File: config.mk
export PLATFORM = sky130hd
export DESIGN_NAME = pipeline_hazard_ctrl_flat
export DESIGN_NICKNAME = d
export VERILOG_FILES = /design/src/rtl/pipeline_hazard_ctrl_if.sv /design/src/rtl/pipeline_hazard_ctrl.sv /design/src/flat_wrapper.sv
export SDC_FILE = /design/constraint.sdc
export NUM_CORES = 1
export LEC_CHECK = 0
export CAP_MARGIN = 20
export CORE_MARGIN = 1
export CORE_UTILIZATION = 50
export CTS_BUF_LIST = sky130_fd_sc_hd__clkbuf_16
export DETAILED_ROUTE_END_ITERATION = 16
export PLACE_DENSITY_LB_ADDON = 0.12
export SYNTH_ARGS = -nofsm -noshare
export SYNTH_HDL_FRONTEND = slang
export SYNTH_SLANG_ARGS = --single-unit
export TNS_END_PERCENT = 5
File: constraint.sdc
create_clock -name clk -period 5.3 [get_ports clk]
set_clock_uncertainty 0.1 [all_clocks]
set_input_delay 1.59 -clock clk [delete_from_list [all_inputs] [get_ports clk]]
set_output_delay 1.59 -clock clk [all_outputs]
set_load 0.005 [all_outputs]
File: src/rtl/pipeline_hazard_ctrl_if.sv
// Hazard-control bundle between the pipeline (master) and the stall/flush sequencer (slave).
// The master drives hazard information; the slave returns per-stage stall/flush controls.
interface pipeline_hazard_ctrl_if #(
   parameter int CNT_W = 32
);
   logic [4:0]       id_rs1;
   logic [4:0]       id_rs2;
   logic             id_uses_rs1;
   logic             id_uses_rs2;
   logic [4:0]       ex_rd;
   logic             ex_mem_read;
   logic             ex_mc_start;
   logic             mc_done;
   logic             flush_needed;
   logic             imem_ready;

   logic             pc_stall;
   logic             ifid_stall;
   logic             ifid_flush;
   logic             idex_stall;
   logic             idex_flush;
   logic             exmem_bubble;
   logic             mc_timeout;
   logic [CNT_W-1:0] stall_cycles;
   logic [CNT_W-1:0] flush_count;
   logic [1:0]       dbg_state;

   // No valid/ready pairs here: every control is a level, and a stall is the only back-pressure.
   modport master (
      output id_rs1, id_rs2, id_uses_rs1, id_uses_rs2, ex_rd, ex_mem_read,
             ex_mc_start, mc_done, flush_needed, imem_ready,
      input  pc_stall, ifid_stall, ifid_flush, idex_stall, idex_flush, exmem_bubble,
             mc_timeout, stall_cycles, flush_count, dbg_state
   );

   modport slave (
      input  id_rs1, id_rs2, id_uses_rs1, id_uses_rs2, ex_rd, ex_mem_read,
             ex_mc_start, mc_done, flush_needed, imem_ready,
      output pc_stall, ifid_stall, ifid_flush, idex_stall, idex_flush, exmem_bubble,
             mc_timeout, stall_cycles, flush_count, dbg_state
   );
endinterface

File: src/rtl/pipeline_hazard_ctrl.sv
// Central stall/flush sequencer for the 5-stage pipeline: load-use, multi-cycle EX,
// fetch wait and redirect flushes merged into per-stage controls plus perf counters.
module pipeline_hazard_ctrl #(
   parameter int MC_TIMEOUT = 64,
   parameter int CNT_W      = 32
) (
   input logic                  clk,
   input logic                  rst,
   pipeline_hazard_ctrl_if.slave hz
);

   localparam int WAIT_W = (MC_TIMEOUT > 2) ? $clog2(MC_TIMEOUT) : 1;
   localparam logic [WAIT_W-1:0] WAIT_LAST = WAIT_W'(MC_TIMEOUT - 1);

   typedef enum logic [1:0] {
      RUN     = 2'd0,
      MC_WAIT = 2'd1
   } state_t;

   state_t            state;
   logic [WAIT_W-1:0] wait_cnt;
   logic              timeout_flag;
   logic [CNT_W-1:0]  stall_cnt;
   logic [CNT_W-1:0]  flush_cnt;

   logic load_use;
   logic mc_begin;
   logic flush_accept;
   logic pc_stall;
   logic ifid_stall;
   logic ifid_flush;
   logic idex_stall;
   logic idex_flush;
   logic exmem_bubble;

   assign load_use = hz.ex_mem_read && (hz.ex_rd != 5'd0) &&
                     ((hz.id_uses_rs1 && (hz.id_rs1 == hz.ex_rd)) ||
                      (hz.id_uses_rs2 && (hz.id_rs2 == hz.ex_rd)));

   // A multi-cycle op whose result arrives in its start cycle costs nothing.
   assign mc_begin = (state == RUN) && hz.ex_mc_start && !hz.mc_done;

   always_comb begin
      pc_stall     = 1'b0;
      ifid_stall   = 1'b0;
      ifid_flush   = 1'b0;
      idex_stall   = 1'b0;
      idex_flush   = 1'b0;
      exmem_bubble = 1'b0;
      flush_accept = 1'b0;
      if (!rst) begin
         if ((state == MC_WAIT) || mc_begin) begin
            pc_stall     = 1'b1;
            ifid_stall   = 1'b1;
            idex_stall   = 1'b1;
            exmem_bubble = 1'b1;
         end else if (hz.flush_needed) begin
            // Redirect wins over load-use and fetch wait: those instructions are wrong-path.
            ifid_flush   = 1'b1;
            idex_flush   = 1'b1;
            flush_accept = 1'b1;
         end else if (load_use) begin
            pc_stall   = 1'b1;
            ifid_stall = 1'b1;
            idex_flush = 1'b1;
         end else if (!hz.imem_ready) begin
            pc_stall   = 1'b1;
            ifid_flush = 1'b1;
         end
      end
   end

   always_ff @(posedge clk or posedge rst) begin
      if (rst) begin
         state        <= RUN;
         wait_cnt     <= '0;
         timeout_flag <= 1'b0;
         stall_cnt    <= '0;
         flush_cnt    <= '0;
      end else begin
         if (pc_stall && (stall_cnt != '1)) begin
            stall_cnt <= stall_cnt + CNT_W'(1);
         end
         if (flush_accept && (flush_cnt != '1)) begin
            flush_cnt <= flush_cnt + CNT_W'(1);
         end
         case (state)
            RUN: begin
               if (mc_begin) begin
                  state    <= MC_WAIT;
                  wait_cnt <= '0;
               end
            end
            MC_WAIT: begin
               // mc_done in the last allowed cycle still completes normally.
               if (hz.mc_done) begin
                  state <= RUN;
               end else if (wait_cnt == WAIT_LAST) begin
                  timeout_flag <= 1'b1;
                  state        <= RUN;
               end else begin
                  wait_cnt <= wait_cnt + WAIT_W'(1);
               end
            end
            default: state <= RUN;
         endcase
      end
   end

   assign hz.pc_stall     = pc_stall;
   assign hz.ifid_stall   = ifid_stall;
   assign hz.ifid_flush   = ifid_flush;
   assign hz.idex_stall   = idex_stall;
   assign hz.idex_flush   = idex_flush;
   assign hz.exmem_bubble = exmem_bubble;
   assign hz.mc_timeout   = timeout_flag;
   assign hz.stall_cycles = stall_cnt;
   assign hz.flush_count  = flush_cnt;
   assign hz.dbg_state    = state;

endmodule

File: src/flat_wrapper.sv
// flat-port wrapper written by rule: the top's interface ports become plain ports
module pipeline_hazard_ctrl_flat 
#(
   parameter int MC_TIMEOUT = 64,
   parameter int CNT_W      = 32
)
  (clk, rst, hz_id_rs1, hz_id_rs2, hz_id_uses_rs1, hz_id_uses_rs2, hz_ex_rd, hz_ex_mem_read, hz_ex_mc_start, hz_mc_done, hz_flush_needed, hz_imem_ready, hz_pc_stall, hz_ifid_stall, hz_ifid_flush, hz_idex_stall, hz_idex_flush, hz_exmem_bubble, hz_mc_timeout, hz_stall_cycles, hz_flush_count, hz_dbg_state);
  pipeline_hazard_ctrl_if #(.CNT_W(CNT_W)) hz_i ();
  input logic clk;
  input logic rst;
  input wire logic [$bits(hz_i.id_rs1)-1:0] hz_id_rs1;
  input wire logic [$bits(hz_i.id_rs2)-1:0] hz_id_rs2;
  input wire logic [$bits(hz_i.id_uses_rs1)-1:0] hz_id_uses_rs1;
  input wire logic [$bits(hz_i.id_uses_rs2)-1:0] hz_id_uses_rs2;
  input wire logic [$bits(hz_i.ex_rd)-1:0] hz_ex_rd;
  input wire logic [$bits(hz_i.ex_mem_read)-1:0] hz_ex_mem_read;
  input wire logic [$bits(hz_i.ex_mc_start)-1:0] hz_ex_mc_start;
  input wire logic [$bits(hz_i.mc_done)-1:0] hz_mc_done;
  input wire logic [$bits(hz_i.flush_needed)-1:0] hz_flush_needed;
  input wire logic [$bits(hz_i.imem_ready)-1:0] hz_imem_ready;
  output wire logic [$bits(hz_i.pc_stall)-1:0] hz_pc_stall;
  output wire logic [$bits(hz_i.ifid_stall)-1:0] hz_ifid_stall;
  output wire logic [$bits(hz_i.ifid_flush)-1:0] hz_ifid_flush;
  output wire logic [$bits(hz_i.idex_stall)-1:0] hz_idex_stall;
  output wire logic [$bits(hz_i.idex_flush)-1:0] hz_idex_flush;
  output wire logic [$bits(hz_i.exmem_bubble)-1:0] hz_exmem_bubble;
  output wire logic [$bits(hz_i.mc_timeout)-1:0] hz_mc_timeout;
  output wire logic [$bits(hz_i.stall_cycles)-1:0] hz_stall_cycles;
  output wire logic [$bits(hz_i.flush_count)-1:0] hz_flush_count;
  output wire logic [$bits(hz_i.dbg_state)-1:0] hz_dbg_state;
  assign hz_i.id_rs1 = hz_id_rs1;
  assign hz_i.id_rs2 = hz_id_rs2;
  assign hz_i.id_uses_rs1 = hz_id_uses_rs1;
  assign hz_i.id_uses_rs2 = hz_id_uses_rs2;
  assign hz_i.ex_rd = hz_ex_rd;
  assign hz_i.ex_mem_read = hz_ex_mem_read;
  assign hz_i.ex_mc_start = hz_ex_mc_start;
  assign hz_i.mc_done = hz_mc_done;
  assign hz_i.flush_needed = hz_flush_needed;
  assign hz_i.imem_ready = hz_imem_ready;
  assign hz_pc_stall = hz_i.pc_stall;
  assign hz_ifid_stall = hz_i.ifid_stall;
  assign hz_ifid_flush = hz_i.ifid_flush;
  assign hz_idex_stall = hz_i.idex_stall;
  assign hz_idex_flush = hz_i.idex_flush;
  assign hz_exmem_bubble = hz_i.exmem_bubble;
  assign hz_mc_timeout = hz_i.mc_timeout;
  assign hz_stall_cycles = hz_i.stall_cycles;
  assign hz_flush_count = hz_i.flush_count;
  assign hz_dbg_state = hz_i.dbg_state;
  pipeline_hazard_ctrl #(.MC_TIMEOUT(MC_TIMEOUT), .CNT_W(CNT_W)) u_core (.clk(clk), .rst(rst), .hz(hz_i));
endmodule
==> impl_metrics.prom <==
# TYPE chip_impl_metric gauge
chip_impl_info{name="worst_setup_path_start_kind",value="primary input"} 1
chip_impl_metric{name="layout.cells.non_filler",unit=""} 550
chip_impl_metric{name="filler_cell_count",unit=""} 530
chip_impl_metric{name="yosysWarningCount",unit=""} 0
chip_impl_metric{name="antenna_violating_nets_post_route",unit=""} 0
chip_impl_metric{name="crit_path_arrival_time",unit="ns"} 3.41
chip_impl_metric{name="detailroute.via_count",unit=""} 2936
chip_impl_metric{name="final_core_util",unit="%"} 72.83
chip_impl_metric{name="remaining_global_route_overflow",unit=""} 0
chip_impl_metric{name="drt_drc",unit=""} 0
chip_impl_metric{name="placed_cells_incl_taps",unit=""} 534
chip_impl_metric{name="detailroute.wirelength.met2",unit="mm"} 4.046
chip_impl_metric{name="detail_route.first_pass.iterations",unit=""} 4
chip_impl_metric{name="netlist-cell-type-count",unit=""} 42
chip_impl_metric{name="grt_antenna_before_repair",unit=""} 0
chip_impl_metric{name="floorplan.io_pins",unit=""} 97
chip_impl_info{name="hold_path.class",value="register to register"} 1
chip_impl_info{name="critical_path.endpoint",value="hz_ifid_flush"} 1
chip_impl_metric{name="worst-r2r-cell-count",unit=""} 8
chip_impl_metric{name="via_count_of_the_first_global_routing_pass",unit=""} 2830
chip_impl_metric{name="drive_above_1_share",unit="%"} 8.150
chip_impl_metric{name="wl_met1",unit="mm"} 3.740
chip_impl_metric{name="leakage",unit="µW"} 0.002174
chip_impl_metric{name="pwr_density_cell",unit="mW/mm²"} 319.6
chip_impl_metric{name="share_of_async_settable_or_async_resettable_flops_after_synthesis",unit="%"} 100.0
chip_impl_metric{name="place.port_buffers",unit=""} 95
chip_impl_metric{name="clkPwrFrac",unit="%"} 43.3
chip_impl_metric{name="placementRows",unit=""} 30
chip_impl_metric{name="synthCells",unit=""} 346
chip_impl_metric{name="first_pass_grt_wire_length",unit="mm"} 13.66
chip_impl_metric{name="detail_route.wirelength",unit="mm"} 8.155
chip_impl_metric{name="sw_power",unit="µW"} 400.0
chip_impl_metric{name="period_needed",unit="ns"} 5.101
chip_impl_metric{name="ir_worst_vdd",unit="µV"} 312.2
chip_impl_metric{name="initialDrtViolationCount",unit=""} 124
chip_impl_metric{name="clk_path_buf_depth",unit=""} 2
chip_impl_metric{name="power.share.combinational",unit="%"} 15.3
chip_impl_info{name="worst_r2r_endpoint",value="u_core.hz.stall_cycles[27]"} 1
chip_impl_metric{name="synth_simple_gate_area_share",unit="%"} 23.82
chip_impl_metric{name="min_period_over_period",unit="%"} 96.25
chip_impl_info{name="critical_path_class",value="primary input to output pin"} 1
chip_impl_info{name="dominantRegCellSynth",value="sky130_fd_sc_hd__dfrtp_1"} 1
chip_impl_metric{name="crit_path_max_fanout",unit=""} 3
chip_impl_metric{name="total_power",unit="µW"} 1608
chip_impl_info{name="r2r-start",value="u_core.hz.stall_cycles[0]"} 1
chip_impl_info{name="combinational_family_with_the_most_area_after_synthesis",value="simple AND/OR/NAND/NOR gates"} 1
chip_impl_metric{name="wl_per_cell",unit="µm"} 14.83
chip_impl_metric{name="htree_levels",unit=""} 3
chip_impl_metric{name="timing_max_transition_violations_final",unit=""} 0
chip_impl_metric{name="yosys_register_bits",unit=""} 72
chip_impl_metric{name="yosys.area_share.xor_xnor",unit="%"} 18.05
chip_impl_metric{name="num_antenna_cells",unit=""} 0
chip_impl_metric{name="die_area",unit="mm²"} 0.007625
chip_impl_info{name="setup.worst_path.end_class",value="output pin"} 1
chip_impl_info{name="grt_setup_unrepaired",value="false"} 1
chip_impl_metric{name="timing.critical_path.required",unit="ns"} 3.61
chip_impl_metric{name="clkTransAtPathRegs",unit="ns"} 0.06
chip_impl_metric{name="place_congestion",unit=""} 0.7768
chip_impl_metric{name="areaGrowthSynthToFinish",unit="%"} 38.19
chip_impl_metric{name="seq_power_share",unit="%"} 41.4
chip_impl_metric{name="max_slew.worst_pin.slew",unit="ns"} 0.8878
chip_impl_metric{name="cts_buffers",unit=""} 9
chip_impl_metric{name="route.detailed.vias_per_inst",unit=""} 5.338
chip_impl_metric{name="post_synth_fa_ha_maj_area_fraction",unit="%"} 1.031
chip_impl_metric{name="placed_area",unit="mm²"} 0.004691
chip_impl_metric{name="grt_use_total",unit="%"} 23.13
chip_impl_metric{name="swShare",unit="%"} 24.88
chip_impl_metric{name="post_route_standard_cell_area_excluding_fillers",unit="mm²"} 0.005030
chip_impl_metric{name="start_util",unit="%"} 52.70
chip_impl_metric{name="max_clock_freq",unit="MHz"} 196.0
chip_impl_info{name="setup.worst_path.start",value="hz_ex_rd[3]"} 1
chip_impl_metric{name="synth_compound_gate_area_share",unit="%"} 3.644
chip_impl_metric{name="coreArea",unit="mm²"} 0.006907
chip_impl_info{name="run_status",value="finished clean"} 1
chip_impl_metric{name="cts_setup_buffers",unit=""} 0
chip_impl_metric{name="die-width",unit="µm"} 87.32
chip_impl_metric{name="timing.max_cap.violations",unit=""} 0
chip_impl_metric{name="synth_mux_area_share",unit="%"} 0.9282
chip_impl_metric{name="synth_fp_nets",unit=""} 373
chip_impl_metric{name="syn-mean-instance-area",unit="µm²"} 10.52
chip_impl_info{name="cts_root_buf",value="sky130_fd_sc_hd__clkbuf_16"} 1
chip_impl_metric{name="routed-wl-met3",unit="µm"} 281
chip_impl_metric{name="reg2reg_slack",unit="ns"} 2.69
chip_impl_metric{name="grt_max_degree",unit=""} 45
chip_impl_metric{name="hold-worst-slack",unit="ns"} 0.3777
chip_impl_metric{name="setup_viol_count_final",unit=""} 0
chip_impl_metric{name="hpwlAfterDp",unit="mm"} 5.799
chip_impl_metric{name="timing.slew.headroom",unit="%"} 40.73
chip_impl_metric{name="latest_clock_arrival_within_the_worst_skew_pair",unit="ns"} 0.33
chip_impl_metric{name="internal_pwr_total",unit="µW"} 1208
chip_impl_info{name="top_layer_used",value="met4"} 1
chip_impl_metric{name="cts_num_sinks",unit=""} 72
chip_impl_metric{name="syn_area",unit="mm²"} 0.003640
chip_impl_metric{name="final_nets",unit=""} 476
chip_impl_metric{name="final_hold_violating_endpoints",unit=""} 0
chip_impl_metric{name="synth-edff-count",unit=""} 0
chip_impl_metric{name="chipHeight",unit="µm"} 87.32
chip_impl_info{name="tritoncts_clock_tree",value="done"} 1
chip_impl_metric{name="ys_seq_area_share",unit="%"} 49.50
-- stage by stage --
step | setup TNS (ns) | setup WS [ns]
3_3_place_gp | -0.1721 | -0.1157
3_5_place_dp | -0.2840 | -0.1629
5_1_grt | 0 | 0.09840
2_1_floorplan | 0 | 0.8831
4_1_cts | 0 | 0.008041
6_report | 0 | 0.1987
-- what timing repair did --
action	CTS	global route
hold buffers	0	0
pin swaps	1	0
setup endpoints to repair	3	1
gates resized for setup	6	1
cloned	0	0
-- metal layers --
layer,vias up,global-route usage (%)
li1,1419,-
met3,10,5.403
met4,0,5.812
met2,67,37.50
met5,-,0
met1,1440,31.37
-- cell type report --
| type | instances | area, µm² | share of cell area (%) |
|---|---|---|---|
| repair buffers | 101 | 991.0 | 19.70 |
| multi-input cells | 254 | 1732 | 34.43 |
| inverters | 11 | 41.29 | 0.8209 |
| clock buffers | 9 | 225.2 | 4.478 |
| clock inverters | 7 | 118.9 | 2.363 |
| flip-flops and latches | 72 | 1802 | 35.82 |
| well taps | 96 | 120.1 | 2.388 |
-- critical path, cell delays in order --
cell and delay, ns:
sky130_fd_sc_hd__dlygate4sd2_1 0.28, sky130_fd_sc_hd__or4_1 0.51, sky130_fd_sc_hd__o21ai_0 0.22, sky130_fd_sc_hd__nor2b_1 0.09, sky130_fd_sc_hd__nor2_1 0.09, sky130_fd_sc_hd__o21a_1 0.11
sky130_fd_sc_hd__clkdlybuf4s50_1 0.51
-- synthesized netlist by cell type, types with 2 or more instances --
cell / count / share of area [%]
sky130_fd_sc_hd__a22o_2: 2 / 0.55
sky130_fd_sc_hd__and2_1: 2 / 0.34
sky130_fd_sc_hd__and3_1: 19 / 3.3
sky130_fd_sc_hd__and4_1: 8 / 1.9
sky130_fd_sc_hd__buf_4: 2 / 0.41
sky130_fd_sc_hd__buf_6: 3 / 0.93
sky130_fd_sc_hd__clkbuf_1: 3 / 0.31
sky130_fd_sc_hd__dfrtp_1: 72 / 50
sky130_fd_sc_hd__ha_1: 3 / 1.0
sky130_fd_sc_hd__inv_1: 11 / 1.1
sky130_fd_sc_hd__mux2_2: 3 / 0.93
sky130_fd_sc_hd__nand2_1: 29 / 3.0
sky130_fd_sc_hd__nand3_1: 24 / 3.3
sky130_fd_sc_hd__nand4_1: 29 / 5.0
sky130_fd_sc_hd__nor2_1: 23 / 2.4
sky130_fd_sc_hd__nor2b_1: 2 / 0.34
sky130_fd_sc_hd__nor3_1: 7 / 0.96
sky130_fd_sc_hd__nor4_1: 2 / 0.34
sky130_fd_sc_hd__o21a_1: 2 / 0.41
sky130_fd_sc_hd__o21ai_0: 4 / 0.55
sky130_fd_sc_hd__o21bai_1: 2 / 0.41
sky130_fd_sc_hd__xnor2_1: 58 / 14
sky130_fd_sc_hd__xor2_1: 17 / 4.1
-- power by group through the flow --
stage          Combinational [µW]  Clock [µW]  Sequential [µW]
6_report                      245         696              666
5_1_grt                       272         727              676
4_1_cts                       249         702              665
3_5_place_dp                  244           0              673
3_3_place_gp                  238           0              672
2_1_floorplan                 113           0              661
-- cells by family (layout without fill, tap and decap cells) --
group / Yosys count / count (layout)
AOI/OAI and AO/OA: 17 / 17
buffers and inverters: 20 / 128
xor gates and xnor gates: 75 / 75
and+or+nand+nor: 155 / 155
DFF: 72 / 72
other: 1 / 1
adders and majority gates: 3 / 3
muxes: 3 / 3
-- flip-flops by register name, indices dropped and copies added, names as in the netlist --
register / flops
u_core.wait_cnt: 6
u_core.hz.stall_cycles: 32
u_core.hz.dbg_state: 1
u_core.hz.flush_count: 32
u_core.hz.mc_timeout: 1
-- placed cells by master, fill, tap and decap left out, types with 2 or more instances in the layout --
cell / instances
sky130_fd_sc_hd__a22o_2: 2
sky130_fd_sc_hd__and2_1: 2
sky130_fd_sc_hd__and3_1: 19
sky130_fd_sc_hd__and4_1: 8
sky130_fd_sc_hd__buf_4: 6
sky130_fd_sc_hd__bufinv_16: 3
sky130_fd_sc_hd__clkbuf_16: 9
sky130_fd_sc_hd__clkdlybuf4s50_1: 88
sky130_fd_sc_hd__clkinvlp_4: 2
sky130_fd_sc_hd__dfrtp_1: 72
sky130_fd_sc_hd__dlygate4sd2_1: 6
sky130_fd_sc_hd__ha_1: 3
sky130_fd_sc_hd__inv_1: 10
sky130_fd_sc_hd__mux2_2: 3
sky130_fd_sc_hd__nand2_1: 29
sky130_fd_sc_hd__nand3_1: 24
sky130_fd_sc_hd__nand4_1: 29
sky130_fd_sc_hd__nor2_1: 23
sky130_fd_sc_hd__nor2b_1: 2
sky130_fd_sc_hd__nor3_1: 7
sky130_fd_sc_hd__nor4_1: 2
sky130_fd_sc_hd__o21a_1: 2
sky130_fd_sc_hd__o21ai_0: 4
sky130_fd_sc_hd__o21bai_1: 2
sky130_fd_sc_hd__xnor2_1: 58
sky130_fd_sc_hd__xor2_1: 17
-- worst min-delay path by stage --
stage                               from                    to  slack [ns]  cells after the start
floorplan           u_core.hz.mc_timeout  u_core.hz.mc_timeout        0.37                      1
global placement    u_core.hz.mc_timeout  u_core.hz.mc_timeout        0.36                      1
detailed placement  u_core.hz.mc_timeout  u_core.hz.mc_timeout        0.37                      1
CTS                 u_core.hz.mc_timeout  u_core.hz.mc_timeout        0.38                      1
global route        u_core.hz.mc_timeout  u_core.hz.mc_timeout        0.41                      1
finish              u_core.hz.mc_timeout  u_core.hz.mc_timeout        0.38                      1
Power figures use the tool's default switching activity.
==> RTL edit 1, RTL diff (same flow settings) <==
`CNT_W` is set to 32 in 3 places; all go to 40.
--- a/src/rtl/pipeline_hazard_ctrl_if.sv
+++ b/src/rtl/pipeline_hazard_ctrl_if.sv
@@ -1,7 +1,7 @@
 // Hazard-control bundle between the pipeline (master) and the stall/flush sequencer (slave).
 // The master drives hazard information; the slave returns per-stage stall/flush controls.
 interface pipeline_hazard_ctrl_if #(
-   parameter int CNT_W = 32
+   parameter int CNT_W = 40
 );
    logic [4:0]       id_rs1;
    logic [4:0]       id_rs2;
--- a/src/rtl/pipeline_hazard_ctrl.sv
+++ b/src/rtl/pipeline_hazard_ctrl.sv
@@ -2,7 +2,7 @@
 // fetch wait and redirect flushes merged into per-stage controls plus perf counters.
 module pipeline_hazard_ctrl #(
    parameter int MC_TIMEOUT = 64,
-   parameter int CNT_W      = 32
+   parameter int CNT_W      = 40
 ) (
    input logic                  clk,
    input logic                  rst,
--- a/src/flat_wrapper.sv
+++ b/src/flat_wrapper.sv
@@ -2,7 +2,7 @@
 module pipeline_hazard_ctrl_flat 
 #(
    parameter int MC_TIMEOUT = 64,
-   parameter int CNT_W      = 32
+   parameter int CNT_W      = 40
 )
   (clk, rst, hz_id_rs1, hz_id_rs2, hz_id_uses_rs1, hz_id_uses_rs2, hz_ex_rd, hz_ex_mem_read, hz_ex_mc_start, hz_mc_done, hz_flush_needed, hz_imem_ready, hz_pc_stall, hz_ifid_stall, hz_ifid_flush, hz_idex_stall, hz_idex_flush, hz_exmem_bubble, hz_mc_timeout, hz_stall_cycles, hz_flush_count, hz_dbg_state);
   pipeline_hazard_ctrl_if #(.CNT_W(CNT_W)) hz_i ();
Interface: changed (resized hz_flush_count and hz_stall_cycles); port bits go from 97 to 113. The function was not compared with the original's and may differ.
==> RTL edit 1 against the original RTL <==
- worst hold slack worse by 16 ps
- area after synthesis up 24%
- worst setup slack worse by 140 ps
- sequential share of layout area down 0.099 points
- routed wire length up 31%
- global-route usage down 0.13 points
- power up 17%
- sequential power up 27%
- synthesized cell count up 28%
- final area up 23%
- sequential cell count up 16
- register-to-register slack worse by 60 ps
- non-clock buffer count up 25
- largest power group is now registers
==> RTL edit 1: results (changes against the original RTL) <==
stage,metric,value,unit,change
run_status,status,completed,,
sta,relSlewSlack,0.5275,,+0.1202
global_route,grtUsageMet2,0.3694,,-0.005553
routing,drtIter0Drc,135,,+8.9%
synthesis,ys_seq_area_frac,0.4875,,-0.007481
synthesis,synthAdderAreaFrac,0.008310,,-0.002003
worst_setup_path,crit_fanout,2,,-1
place,post-place-ws,-68.10,ps,+94.84 ps
power_and_ir_drop,ir_drop,0.2634,mV,-16%
routing,vias_per_cell,5.529,,+3.6%
global_route,grt_max_degree,82,,+82%
power_and_ir_drop,p_leak,0.002661,uW,+22%
place,post-place-cells,662,,+24%
final_layout,nets,595,,+25%
routing,drt_wl_total,10650,um,+31%
global_route,met3_usage,0.06286,,+0.008833
synthesis,synth_xor_area_frac,0.1706,,-0.009837
global_route,met1_usage,0.3086,,-0.005042
synthesis,muxShareOfSynthArea,0.008310,,-0.0009713
global_route,grt_pass1_vias,3689,,+30%
synthesis,syn_area_per_cell,10.22,um^2,-2.9%
synthesis,synth_compound_area_frac,0.03435,,-0.002090
routing,vias,3760,,+28%
synthesis,synthTopCellsByCount,"88 x dfrtp_1, 54 x xor2_1, 37 x nand2_1",,
worst_setup_path,cpPeakStageDelay,550,ps,+40 ps
place,dp.final_hpwl,7490,um,+29%
==> RTL edit 1: cell types whose count changed after synthesis, moves of 4 or more <==
cell,delta
buf_2,+5
nor3_1,+21
nand4_1,-10
nand2b_1,+4
xnor2_1,-24
nor2_1,+11
nand3_1,+10
nor4_1,+12
xor2_1,+37
dfrtp_1,+16
nand2_1,+8
==> RTL edit 1: per-layer routing <==
metal | vias up | share of wire
li1 | 1799 | -
met1 | 1843 | 0.45
met2 | 107 | 0.48
met3 | 11 | 0.058
met4 | 0 | 0.0084
met5 | - | 0
==> RTL edit 1: final cells by class <==
type	instances	area, um^2
inverter	11	45.04
multi-input combinational	332	2242
timing repair buffer	126	1239
clock buffer	9	225.2
tap	108	135.1
fill	681	2556
clock inverter	6	76.32
sequential	88	2202
==> RTL edit 1: worst max path at each step <==
stage	slack, ps	to	start
2_1_floorplan	150	hz_idex_flush	rst
3_3_place_gp	-60	hz_pc_stall	hz_ex_rd[0]
3_5_place_dp	-70	hz_pc_stall	hz_ex_rd[3]
4_1_cts	20	hz_pc_stall	hz_ex_rd[3]
5_1_grt	-30	hz_ifid_flush	hz_ex_rd[2]
6_report	60	hz_ifid_flush	hz_ex_rd[3]
==> RTL edit 1: power by group through the flow <==
stage	sequential [uW]	combinational (uW)	clock (uW)
2_1_floorplan	845	160	0
3_3_place_gp	853	364	0
3_5_place_dp	856	373	0
4_1_cts	846	380	658
5_1_grt	860	413	686
6_report	847	379	648
==> RTL edit 1: stage by stage <==
stage	utilization	instance area [um^2]
2_1_floorplan	-	4521
3_3_place_gp	0.6647	5797
3_5_place_dp	0.6647	5797
5_1_grt	0.7069	6165
6_report	0.7069	6165
4_1_cts	0.7010	6113
==> RTL edit 1: kinds of logic (layout without fill, tap and decap cells) <==
kind of cell             Yosys count  after routing
AND/OR/NAND/NOR                  215            215
XOR/XNOR                          88             88
flip-flops                        88             88
AO/OA/AOI/OAI                     22             22
buffers and inverters             22            152
adder cells (fa/ha/maj)            3              3
multiplexers                       3              3
other                              1              1
==> RTL edit 1: what timing repair did <==
| action | in CTS | in global routing |
|---|---|---|
| setup buffers | 1 | 1 |
| resized for setup | 2 | 5 |
| setup endpoints to repair | 1 | 3 |
| pin swaps | 1 | 2 |
==> RTL edit 2, RTL diff (same settings) <==
Without the edit above. Reset style: synchronous (`rst`), changed in one clocked block.
--- a/src/rtl/pipeline_hazard_ctrl.sv
+++ b/src/rtl/pipeline_hazard_ctrl.sv
@@ -70,7 +70,7 @@
       end
    end
 
-   always_ff @(posedge clk or posedge rst) begin
+   always_ff @(posedge clk) begin
       if (rst) begin
          state        <= RUN;
          wait_cnt     <= '0;
Formal check against the unedited RTL: differs if rst is asserted again (counterexample within 4 cycles, from zero or initial values and one cycle with rst high); with rst held inactive, the same outputs for 10 cycles.
==> RTL edit 2 against the original RTL <==
- sequential cell count unchanged
- worst setup slack worse by 170 ps
- routed wire length up 20%
- via count up 29%
- synthesized cell count up 34%
- final area up 3.9%
- area after synthesis up 6.3%
- critical path type unchanged
Power is not compared: it rests on default switching activity, and its combinational part moved more than twofold at a synthesized area within 25%.
==> RTL edit 2: results (changes against the original RTL) <==
stage,metric,value,unit,change
global_route,grt_pass1_vias,3512,,+24%
routing,drtIter0Drc,224,,+81%
synthesis,synth_nets,490,,+31%
global_route,grt_max_degree,52,,+16%
routing,wl_met1,4446,um,+19%
sta,hold_ws,367.0,ps,-10.76 ps
synthesis,synthTopCellsByCount,"72 x dfxtp_1, 37 x nor2_1, 29 x nand3_1",,
place,post-place-cells,640,,+20%
run_status,status,completed,,
synthesis,syn_inst,463,,+34%
global_route,grt_pass1_wl,16420,um,+20%
sta,worst_slew_pin_slew,803.6,ps,-84.13 ps
routing,met2_length,4667,um,+15%
worst_setup_path,r2r_cells,6,,-2
worst_hold_path,hold_end,u_core.hz.mc_timeout,,
global_route,met3_usage,0.04315,,-0.01088
routing,drt-wirelength-per-cell,14.92,um,+0.65%
worst_setup_path,critPathSlowestCell,or4_4,,
routing,vias_per_cell,5.798,,+8.6%
place,placed_area,4896,um^2,+4.4%
worst_setup_path,r2r-start,u_core.hz.stall_cycles[10],,
global_route,grt_use_total,0.2450,,+0.01368
synthesis,ys_seq_area_frac,0.3726,,-0.1224
place,post-place-ws,-55.55,ps,+107.4 ps
worst_hold_path,min_path_cells,2,,+1
RTL edit 2: cell types whose count changed after synthesis, moves of 12 or more:
cell / change
dfrtp_1: -72
dfxtp_1: +72
xnor2_1: -44
a21oi_1: +24
or3_1: +22
o21ai_0: +20
nand4_1: -14
nor2_1: +14
nor4_1: +14
nor2b_1: +12
RTL edit 2: area by class of cell:
type / instances / area, um^2
Multi-Input combinational cell: 351 / 2301
Fill cell: 580 / 2142
Sequential cell: 72 / 1441
Timing Repair Buffer: 108 / 1046
Clock buffer: 9 / 225.2
Tap cell: 99 / 123.9
Clock inverter: 6 / 52.55
Inverter: 10 / 37.54
RTL edit 2: logic make-up (layout without fill, tap and decap cells):
logic type,count (synthesis),count (layout),synth area share
simple gates,212,212,0.3066
buf+inv,40,133,0.04916
xor+xnor,24,24,0.05433
fa+ha+maj,3,3,0.009703
mux,14,14,0.04043
compound gates,97,97,0.1662
other cells,1,1,0.0009693
flops,72,72,0.3726
RTL edit 2: stage by stage:
step                      TNS [ps]    util
final                            0  0.7093
after global placement      -34.50  0.6643
after global routing        -39.66  0.7093
after floorplan                  0       -
after CTS                   -30.30  0.7029
after detailed placement    -159.4  0.6643
RTL edit 2: where the power goes:
group	total, uW	internal [uW]	switching [uW]
combinational	92.5	45.6	46.9
clock	567	355	212
sequential	548	544	4.28
RTL edit 2: repair_timing:
action                                 CTS  global route
hold buffers                             0             0
setup endpoints to repair                4             4
endpoints found under the hold margin    0             0
pin swaps                                0             3
resized for setup                        2            10
RTL edit 2: how the worst max path moves through the flow:
stage / end / cells after the start
after detailed placement: hz_ifid_flush / 9
after floorplan: hz_pc_stall / 7
after CTS: hz_pc_stall / 7
final: hz_ifid_flush / 7
after global routing: hz_ifid_flush / 7
after global placement: hz_pc_stall / 7
